### config.mk
export PLATFORM = sky130hd
export DESIGN_NAME = drone_mission_ctrl_flat
export DESIGN_NICKNAME = d
export VERILOG_FILES = /design/src/rtl/drone_mission_ctrl_if.sv /design/src/rtl/drone_mission_ctrl.sv /design/src/flat_wrapper.sv
export SDC_FILE = /design/constraint.sdc
export NUM_CORES = 1
export LEC_CHECK = 0
export ABC_AREA = 1
export CAP_MARGIN = 20
export CORE_MARGIN = 4
export CORE_UTILIZATION = 30
export CTS_CLUSTER_SIZE = 40
export DETAILED_ROUTE_END_ITERATION = 10
export SLEW_MARGIN = 20
export SYNTH_ARGS = -nofsm -noshare
export SYNTH_HDL_FRONTEND = slang
export SYNTH_SLANG_ARGS = --single-unit
### constraint.sdc
create_clock -name clk -period 5.2 [get_ports clk]
set_input_delay 0.52 -clock clk [delete_from_list [all_inputs] [get_ports clk]]
set_output_delay 0.52 -clock clk [all_outputs]
set_load 0.05 [all_outputs]
### src/rtl/drone_mission_ctrl_if.sv
// Command/sensor inputs and status outputs of the rescue-drone mission controller.
interface drone_mission_ctrl_if #(
  parameter int unsigned ALT_W = 8,
  parameter int unsigned BAT_W = 8,
  parameter int unsigned CNT_W = 8
);
  logic [1:0]       cmd;
  logic             sensor_ok;
  logic             err;
  logic [ALT_W-1:0] altitude;
  logic [BAT_W-1:0] battery;
  logic             thermal_found;
  logic             man_ctrl;
  logic             img_valid;
  logic             img_pass;
  logic             landed;
  logic [3:0]       state;
  logic             capture_req;
  logic [CNT_W-1:0] target_count;
  logic [2:0]       fault_code;
  logic [1:0]       retry_cnt;

  modport master (
    output cmd, sensor_ok, err, altitude, battery, thermal_found, man_ctrl,
           img_valid, img_pass, landed,
    input  state, capture_req, target_count, fault_code, retry_cnt
  );

  modport slave (
    input  cmd, sensor_ok, err, altitude, battery, thermal_found, man_ctrl,
           img_valid, img_pass, landed,
    output state, capture_req, target_count, fault_code, retry_cnt
  );
endinterface

### src/rtl/drone_mission_ctrl.sv
// Second-generation rescue-drone mission FSM: per-state timeouts, capture retries,
// low-battery return, latched fault code and saturating rescued-target counter.
module drone_mission_ctrl #(
  parameter int unsigned ALT_W       = 8,
  parameter int unsigned BAT_W       = 8,
  parameter int unsigned TMR_W       = 16,
  parameter int unsigned TAKEOFF_ALT = 50,
  parameter int unsigned BAT_LOW     = 20,
  parameter int unsigned INIT_TMO    = 100,
  parameter int unsigned TAKEOFF_TMO = 2000,
  parameter int unsigned SEARCH_TMO  = 50000,
  parameter int unsigned CAP_TMO     = 1000,
  parameter int unsigned MAX_RETRY   = 3,
  parameter int unsigned CNT_W       = 8
) (
  input logic               clk,
  input logic               reset,
  drone_mission_ctrl_if.slave bus
);
  localparam logic [3:0] S_IDLE    = 4'd0;
  localparam logic [3:0] S_INIT    = 4'd1;
  localparam logic [3:0] S_FAIL    = 4'd2;
  localparam logic [3:0] S_TAKEOFF = 4'd3;
  localparam logic [3:0] S_SEARCH  = 4'd4;
  localparam logic [3:0] S_CAPTURE = 4'd5;
  localparam logic [3:0] S_RETURN  = 4'd6;
  localparam logic [3:0] S_MANUAL  = 4'd7;
  localparam logic [3:0] S_TARGET  = 4'd8;
  localparam logic [3:0] S_MAINT   = 4'd9;

  localparam logic [TMR_W-1:0] INIT_LAST    = TMR_W'(INIT_TMO - 1);
  localparam logic [TMR_W-1:0] TAKEOFF_LAST = TMR_W'(TAKEOFF_TMO - 1);
  localparam logic [TMR_W-1:0] SEARCH_LAST  = TMR_W'(SEARCH_TMO - 1);
  localparam logic [TMR_W-1:0] CAP_LAST     = TMR_W'(CAP_TMO - 1);
  localparam logic [TMR_W-1:0] TMR_MAX      = '1;
  localparam logic [CNT_W-1:0] CNT_MAX      = '1;
  localparam logic [ALT_W-1:0] ALT_THR      = ALT_W'(TAKEOFF_ALT);
  localparam logic [BAT_W-1:0] BAT_THR      = BAT_W'(BAT_LOW);

  logic [3:0]       state_q, state_d;
  logic [TMR_W-1:0] timer_q;
  logic [2:0]       fault_q, fault_d;
  logic [1:0]       retry_q, retry_d;
  logic [CNT_W-1:0] count_q, count_d;
  logic             capreq_q;
  logic             restart;
  logic             airborne, bat_low, abort_req;

  assign airborne  = (state_q == S_TAKEOFF) || (state_q == S_SEARCH) ||
                     (state_q == S_TARGET)  || (state_q == S_CAPTURE) ||
                     (state_q == S_MANUAL)  || (state_q == S_RETURN);
  assign bat_low   = bus.battery < BAT_THR;
  assign abort_req = bus.cmd == 2'b10;

  always_comb begin
    state_d = state_q;
    fault_d = fault_q;
    retry_d = retry_q;
    count_d = count_q;
    restart = 1'b0;
    if (airborne && bus.err) begin
      state_d = S_FAIL;
      fault_d = 3'd3;
    end else if (airborne && state_q != S_RETURN && (bat_low || abort_req)) begin
      state_d = S_RETURN;
      if (bat_low && fault_q == '0) fault_d = 3'd4;
    end else begin
      case (state_q)
        S_IDLE: begin
          if (bus.cmd == 2'b01)      state_d = S_INIT;
          else if (bus.cmd == 2'b11) state_d = S_MAINT;
        end
        S_INIT: begin
          if (bus.sensor_ok) state_d = S_TAKEOFF;
          else if (bus.err || timer_q == INIT_LAST) begin
            state_d = S_FAIL;
            fault_d = 3'd1;
          end
        end
        S_TAKEOFF: begin
          if (bus.altitude > ALT_THR) state_d = S_SEARCH;
          else if (timer_q == TAKEOFF_LAST) begin
            state_d = S_FAIL;
            fault_d = 3'd2;
          end
        end
        S_SEARCH: begin
          if (bus.thermal_found)       state_d = S_TARGET;
          else if (bus.man_ctrl)       state_d = S_MANUAL;
          else if (timer_q == SEARCH_LAST) state_d = S_RETURN;
        end
        S_TARGET: begin
          if (bus.thermal_found) begin
            state_d = S_CAPTURE;
            retry_d = '0;
          end else begin
            state_d = S_SEARCH;
          end
        end
        S_CAPTURE: begin
          // img_valid is tested before the timeout so a coincident result wins
          if (bus.img_valid && bus.img_pass) begin
            if (count_q != CNT_MAX) count_d = count_q + CNT_W'(1);
            state_d = S_SEARCH;
          end else if (bus.img_valid || timer_q == CAP_LAST) begin
            if ((32'(retry_q) + 32'd1) < MAX_RETRY) begin
              retry_d = retry_q + 2'd1;
              restart = 1'b1;
            end else begin
              state_d = S_SEARCH;
            end
          end
        end
        S_MANUAL: begin
          if (!bus.man_ctrl)         state_d = S_SEARCH;
          else if (bus.cmd == 2'b11) state_d = S_MAINT;
        end
        S_RETURN: begin
          if (bus.landed) begin
            state_d = S_IDLE;
            if (fault_q == 3'd4) fault_d = '0;
          end
        end
        S_FAIL: begin
          if (bus.cmd == 2'b01) state_d = S_MAINT;
        end
        S_MAINT: begin
          if (bus.man_ctrl) state_d = S_MANUAL;
          else if (!bus.err) begin
            state_d = S_IDLE;
            fault_d = '0;
          end
        end
        default: state_d = S_IDLE;
      endcase
    end
  end

  always_ff @(posedge clk or posedge reset) begin
    if (reset) begin
      state_q  <= S_IDLE;
      timer_q  <= '0;
      fault_q  <= '0;
      retry_q  <= '0;
      count_q  <= '0;
      capreq_q <= 1'b0;
    end else begin
      state_q <= state_d;
      fault_q <= fault_d;
      retry_q <= retry_d;
      count_q <= count_d;
      if (state_d != state_q || restart) timer_q <= '0;
      else if (timer_q != TMR_MAX)       timer_q <= timer_q + TMR_W'(1);
      // registered trigger lines up with the timer==0 cycle of each attempt
      capreq_q <= (state_d == S_CAPTURE) && (state_q != S_CAPTURE || restart);
    end
  end

  assign bus.state        = state_q;
  assign bus.capture_req  = capreq_q;
  assign bus.target_count = count_q;
  assign bus.fault_code   = fault_q;
  assign bus.retry_cnt    = retry_q;
endmodule

### src/flat_wrapper.sv
// flat-port wrapper written by rule: the top's interface ports become plain ports
module drone_mission_ctrl_flat 
#(
  parameter int unsigned ALT_W       = 8,
  parameter int unsigned BAT_W       = 8,
  parameter int unsigned TMR_W       = 16,
  parameter int unsigned TAKEOFF_ALT = 50,
  parameter int unsigned BAT_LOW     = 20,
  parameter int unsigned INIT_TMO    = 100,
  parameter int unsigned TAKEOFF_TMO = 2000,
  parameter int unsigned SEARCH_TMO  = 50000,
  parameter int unsigned CAP_TMO     = 1000,
  parameter int unsigned MAX_RETRY   = 3,
  parameter int unsigned CNT_W       = 8
)
  (clk, reset, bus_cmd, bus_sensor_ok, bus_err, bus_altitude, bus_battery, bus_thermal_found, bus_man_ctrl, bus_img_valid, bus_img_pass, bus_landed, bus_state, bus_capture_req, bus_target_count, bus_fault_code, bus_retry_cnt);
  drone_mission_ctrl_if #(.ALT_W(ALT_W), .BAT_W(BAT_W), .CNT_W(CNT_W)) bus_i ();
  input logic clk;
  input logic reset;
  input wire logic [$bits(bus_i.cmd)-1:0] bus_cmd;
  input wire logic [$bits(bus_i.sensor_ok)-1:0] bus_sensor_ok;
  input wire logic [$bits(bus_i.err)-1:0] bus_err;
  input wire logic [$bits(bus_i.altitude)-1:0] bus_altitude;
  input wire logic [$bits(bus_i.battery)-1:0] bus_battery;
  input wire logic [$bits(bus_i.thermal_found)-1:0] bus_thermal_found;
  input wire logic [$bits(bus_i.man_ctrl)-1:0] bus_man_ctrl;
  input wire logic [$bits(bus_i.img_valid)-1:0] bus_img_valid;
  input wire logic [$bits(bus_i.img_pass)-1:0] bus_img_pass;
  input wire logic [$bits(bus_i.landed)-1:0] bus_landed;
  output wire logic [$bits(bus_i.state)-1:0] bus_state;
  output wire logic [$bits(bus_i.capture_req)-1:0] bus_capture_req;
  output wire logic [$bits(bus_i.target_count)-1:0] bus_target_count;
  output wire logic [$bits(bus_i.fault_code)-1:0] bus_fault_code;
  output wire logic [$bits(bus_i.retry_cnt)-1:0] bus_retry_cnt;
  assign bus_i.cmd = bus_cmd;
  assign bus_i.sensor_ok = bus_sensor_ok;
  assign bus_i.err = bus_err;
  assign bus_i.altitude = bus_altitude;
  assign bus_i.battery = bus_battery;
  assign bus_i.thermal_found = bus_thermal_found;
  assign bus_i.man_ctrl = bus_man_ctrl;
  assign bus_i.img_valid = bus_img_valid;
  assign bus_i.img_pass = bus_img_pass;
  assign bus_i.landed = bus_landed;
  assign bus_state = bus_i.state;
  assign bus_capture_req = bus_i.capture_req;
  assign bus_target_count = bus_i.target_count;
  assign bus_fault_code = bus_i.fault_code;
  assign bus_retry_cnt = bus_i.retry_cnt;
  drone_mission_ctrl #(.ALT_W(ALT_W), .BAT_W(BAT_W), .TMR_W(TMR_W), .TAKEOFF_ALT(TAKEOFF_ALT), .BAT_LOW(BAT_LOW), .INIT_TMO(INIT_TMO), .TAKEOFF_TMO(TAKEOFF_TMO), .SEARCH_TMO(SEARCH_TMO), .CAP_TMO(CAP_TMO), .MAX_RETRY(MAX_RETRY), .CNT_W(CNT_W)) u_core (.clk(clk), .reset(reset), .bus(bus_i));
endmodule
# Word-level counts from Yosys, hierarchy flattened
# Index checks and enable logic that the tools add are counted.
# totals
inputBits	27
out_inout_bits	18
ff_bits	34
elab_cells	121
# op_classes
muxes	46
bitwise_logic	2
order_cmp	3
eq_ne	36
n_reduce_logical	24
add_sub_neg	4
# op_table
cell	count
4-bit 2-to-1 mux	19
4-bit one-hot mux with 10 select lines	1
3-bit 2-to-1 mux	11
32-bit by 2-bit less-than comparator with 1-bit output, second input constant	1
16-bit 2-to-1 mux	2
4-bit by 3-bit equality test with 1-bit output, second input constant	5
16-bit by 1-bit adder with 16-bit output, second input constant	1
16-bit by 10-bit equality test with 1-bit output, second input constant	1
16-bit by 11-bit equality test with 1-bit output, second input constant	1
16-bit equality test, second input constant	1
16-bit by 7-bit equality test with 1-bit output, second input constant	1
16-bit != test, second input constant	1
4-bit != test, second input constant	4
4-bit by 2-bit != test with 1-bit output, second input constant	3
3-bit one-hot mux with 4 select lines	1
1-bit logical OR	10
10-bit AND reduction	1
8-bit by 1-bit adder with 8-bit output, second input constant	1
4-bit by 2-bit equality test with 1-bit output, second input constant	2
4-bit equality test, second input constant	2
8-bit by 6-bit greater-than comparator with 1-bit output, second input constant	1
8-bit by 5-bit less-than comparator with 1-bit output, second input constant	1
2-bit 2-to-1 mux	4
2-bit != test, second input constant	4
21 further kinds	36

# Logic depth before layout (Yosys ltp)
# depth
depth_word	13
depth_mapped	17
depth_no_buf	16

# Worst setup path after synthesis
# OpenSTA, ideal clock, no wires.
# synth_path
path_kind	register to register
from	register u_core.state_q[3], in the netlist u_core.bus.state[3]
to	register u_core.timer_q[3]
setup_time_ns	0.126
arrival_time_ns	2.004
setup_slack_ns	3.070
t_required_ns	5.074
path_stages_with_launch	15
n_path_buf	1
path_cell_list	dfrtp_1 > inv_2 > nor2_4 > nand2_1 > nand3_2 > nand2_2 > nand2_2 > nor2_2 > nand2_1 > nand2_1 > nand2_1 > clkinv_1 > nand2_2 > buf_6 > nor3_2
# synth_via
elab_chain_len	13
# synth_lines
item	line	source
start, declared	drone_mission_ctrl.sv:40	logic [3:0] state_q, state_d;
start signal, assigned	drone_mission_ctrl.sv:148	state_q <= state_d;
4-bit by 2-bit equality test with 1-bit output / 4-bit by 3-bit equality test with 1-bit output (equally long branches)	drone_mission_ctrl.sv:49, drone_mission_ctrl.sv:68	
1-bit logical OR (2 in a row)	drone_mission_ctrl.sv:49	assign airborne = (state_q == S_TAKEOFF) || (state_q == S_SEARCH) ||
1-bit logical OR (2 in a row)	drone_mission_ctrl.sv:50	(state_q == S_TARGET) || (state_q == S_CAPTURE) ||
1-bit logical OR	drone_mission_ctrl.sv:51	(state_q == S_MANUAL) || (state_q == S_RETURN);
1-bit logical AND (2 in a row)	drone_mission_ctrl.sv:64	end else if (airborne && state_q != S_RETURN && (bat_low || abort_req)) begin
4-bit 2-to-1 mux	drone_mission_ctrl.sv:64	
4-bit 2-to-1 mux	drone_mission_ctrl.sv:61	if (airborne && bus.err) begin
4-bit != test	drone_mission_ctrl.sv:152	if (state_d != state_q || restart) timer_q <= '0;
1-bit logical OR (*)	drone_mission_ctrl.sv:152	
16-bit 2-to-1 mux / 2-bit nonzero test (equally long branches)	-	
end signal, assigned	drone_mission_ctrl.sv:153	else if (timer_q != TMR_MAX) timer_q <= timer_q + TMR_W'(1);
end, declared	drone_mission_ctrl.sv:41	logic [TMR_W-1:0] timer_q;
# Every way passes the cells marked *; elsewhere a longest branch is shown, timed or not.
# A chain may end at the register's enable or synchronous reset.

# Final worst setup path
# layout_path
from	register u_core.state_q[2], in the netlist u_core.bus.state[2]
to	output bus_state[2]
# layout_lines
item	line	source
end, declared	flat_wrapper.sv:30	output wire logic [$bits(bus_i.state)-1:0] bus_state;
# No word-level cell between the ends.

==> reports/qor.txt <==
Outcome - complete, no violations
Hold Path Class - flop to flop
PostCTS Resize Cnt - 0
R2R Setup Slk - 2.97 ns
Reg2reg end - u_core.timer_q[12]$_DFFE_PP0P_
CP peak stage delay - 0.90 ns
Static Leakage - 0.00147 uW
Worst-Margin Slew - 0.632 ns
Synth area leaders - dfrtp_1 (33%), nand2_1 (14%), inv_1 (6.6%)
CP Cell Sequence - clkdlybuf4s50_1
Fin. max-slew vios - 0
R2R Path Start - u_core.bus.state[0]$_DFF_PP0_
Hold Path Sink - u_core.bus.target_count[3]$_DFFE_PP0P_
Die Height - 100 um
Post-synth EDFFs - 0
Synth Area per Inst - 6.99 um^2
ANT cells - 0
Antenna violations before repair - 0
Via count - 2447
Number of detailed-route iterations in the first pass - 4
CP max FO - 8
# rows - 33
Global-route usage over all layers - 13.3%
Die Wd - 100 um
Pwr Density - 444 mW/mm^2
Final hold vios - 0
Worst Hold Path Cells - 1
R2R cell count - 13
Layout cells sized above 1 - 11.2%
Wire length per cell - 12.0 um
Port bufs - 42
Core Area - 0.00822 mm^2
Clock Skew - 0.00799 ns
Clock latency on the worst-skew pair - 0.29 ns
Vias in the first global route - 2469
HP Start - u_core.bus.target_count[3]$_DFFE_PP0P_
Total negative setup slack - 0 ns
Fin crit share - 45.0%
Min cycle time layout - 2.34 ns
Setup Fix Bufs, Post-CTS - 0
Startpoint Class - flop
Routed wire length - 6.18 mm
Mapped Cells - 364
Worst setup path class - flop to primary output
Placed inst area - 0.00308 mm^2
DR DRC count - 0
Nets - 442
CTS Buffer Depth - 2
Initial DRC Count - 100
Post-place setup slack - 2.62 ns
Synth warn - 0
ANT nets after route - 0
Synth area leader - dfrtp_1
IO Count - 45
Worst path required time - 4.68 ns
Max_slew headroom - 57.8%
First-pass GRT wire length - 11.0 mm
CTS buffer count - 5
Register bit total from synthesis - 34
Most common cell in the synthesized netlist - nand2_1
TritonCTS clock tree - built
Pin count of the biggest net entering global routing - 35
Synth cell count leaders - nand2_1 (95), inv_1 (45), nor2_1 (45), dfrtp_1 (34), nand3_1 (33)
Final Cell Area - 0.00319 mm^2
FILL cells - 838
Predominant post-synthesis flop cell - dfrtp_1
Highest clock rate - 427 MHz
Delay-heaviest family, CP - buffers and inverters
WP buf/inv - 1
Final WS setup - 2.86 ns
Worst EP arrival - 1.82 ns
GPL Wtd Cong - 0.973
Post-synthesis sequential area ratio - 33.4%
Top cell type's share of synthesized area - 33.4%
Slowest cell on the critical path - clkdlybuf4s50_1
Synthesized area - 0.00254 mm^2
Overflow after GRT - 0
Worst-path clk slew - 0.08 ns
Post-Syn Nets - 395
Maximum vdd drop - 0.000308 V
Final Setup Violations - 0
Via density - 4.73
Final HPWL DP - 4.79 mm
Worst setup EP type - primary output
Cts hold-fix bufs - 0
H-tree depth - 2
Die footprint - 0.0100 mm^2
Clock Root Buffer - clkbuf_8
Area grow syn2layout - 25.4%
RSZ-0062 raised after global routing - false
Post-synth ARST share - 100%
Max-cap violations - 0
Post-synth cell types - 33
Clock sink count - 34
Initial cell density of the core - 31.0%
[metrics by stage]
| step | hold slack, ns | power, uW | std cells | utilization (%) |
|---|---|---|---|---|
| 2_1_floorplan | 0.575 | 1000 | 364 | - |
| 3_3_place_gp | 0.514 | 1180 | 509 | 37.4 |
| 3_5_place_dp | 0.513 | 1180 | 509 | 37.4 |
| 4_1_cts | 0.524 | 1430 | 517 | 38.8 |
| 5_1_grt | 0.552 | 1530 | 517 | 38.8 |
| 6_report | 0.529 | 1420 | 517 | 38.8 |
[how the worst max path moves through the flow]
stage	start	to	cells after the start
finish	u_core.bus.state[2]$_DFF_PP0_	bus_state[2]	1
CTS	u_core.bus.state[2]$_DFF_PP0_	bus_state[2]	1
global placement	bus_cmd[1]	u_core.timer_q[12]$_DFFE_PP0P_	12
floorplan	u_core.bus.state[3]$_DFF_PP0_	u_core.timer_q[3]$_DFFE_PP0P_	14
detailed placement	bus_cmd[1]	u_core.timer_q[12]$_DFFE_PP0P_	12
global route	u_core.bus.state[0]$_DFF_PP0_	u_core.timer_q[15]$_DFFE_PP0P_	12
[layer usage]
metal	global-route usage (%)	vias up	part of all wire, %
met5	0	-	0
met4	4.66	0	2.1
met3	2.43	13	3.4
met2	23.2	53	49
met1	16.3	1114	46
li1	-	1267	-
[cells in the final DEF (no fill, tap or decap), drive strengths merged, types with 2 or more instances in the layout]
cell type and count:
xnor2 3, o21ai 14, dfrtp 34, a21oi 6, inv 49, o31ai 2, nand2 103, xor2 12
nand3 35, mux2 4, clkbuf 5, nor4 3, ha 4, nand4 9, nor2 52, nor3 23
clkdlybuf4s50 42, clkinvlp 2
[power by group]
part | internal, uW | switching, uW
Combinational | 235 | 567
Sequential | 305 | 63.2
Clock | 143 | 105
[cell families after synthesis]
logic type,synth area share [%]
simple gates,42.1
buf+inv,8.46
flops,33.4
compound gates,6.69
xor+xnor,5.16
mux,2.16
fa+ha+maj,1.97
[sequential cells by signal, indices dropped and copies added, names as in the netlist]
signal	count
u_core.timer_q	16
u_core.bus.target_count	8
u_core.bus.state	4
u_core.bus.fault_code	3
u_core.bus.retry_cnt	2
u_core.bus.capture_req	1
[area by class of cell]
type | instances | area, um^2 | area share (%)
flip-flops and latches | 34 | 851 | 26.7
well taps | 105 | 131 | 4.12
clock inverters | 3 | 45.0 | 1.41
inverters | 50 | 188 | 5.88
repair buffers | 43 | 428 | 13.4
clock buffers | 5 | 68.8 | 2.16
multi-input cells | 277 | 1480 | 46.4
No activity file was read; power rests on OpenSTA's default activity.
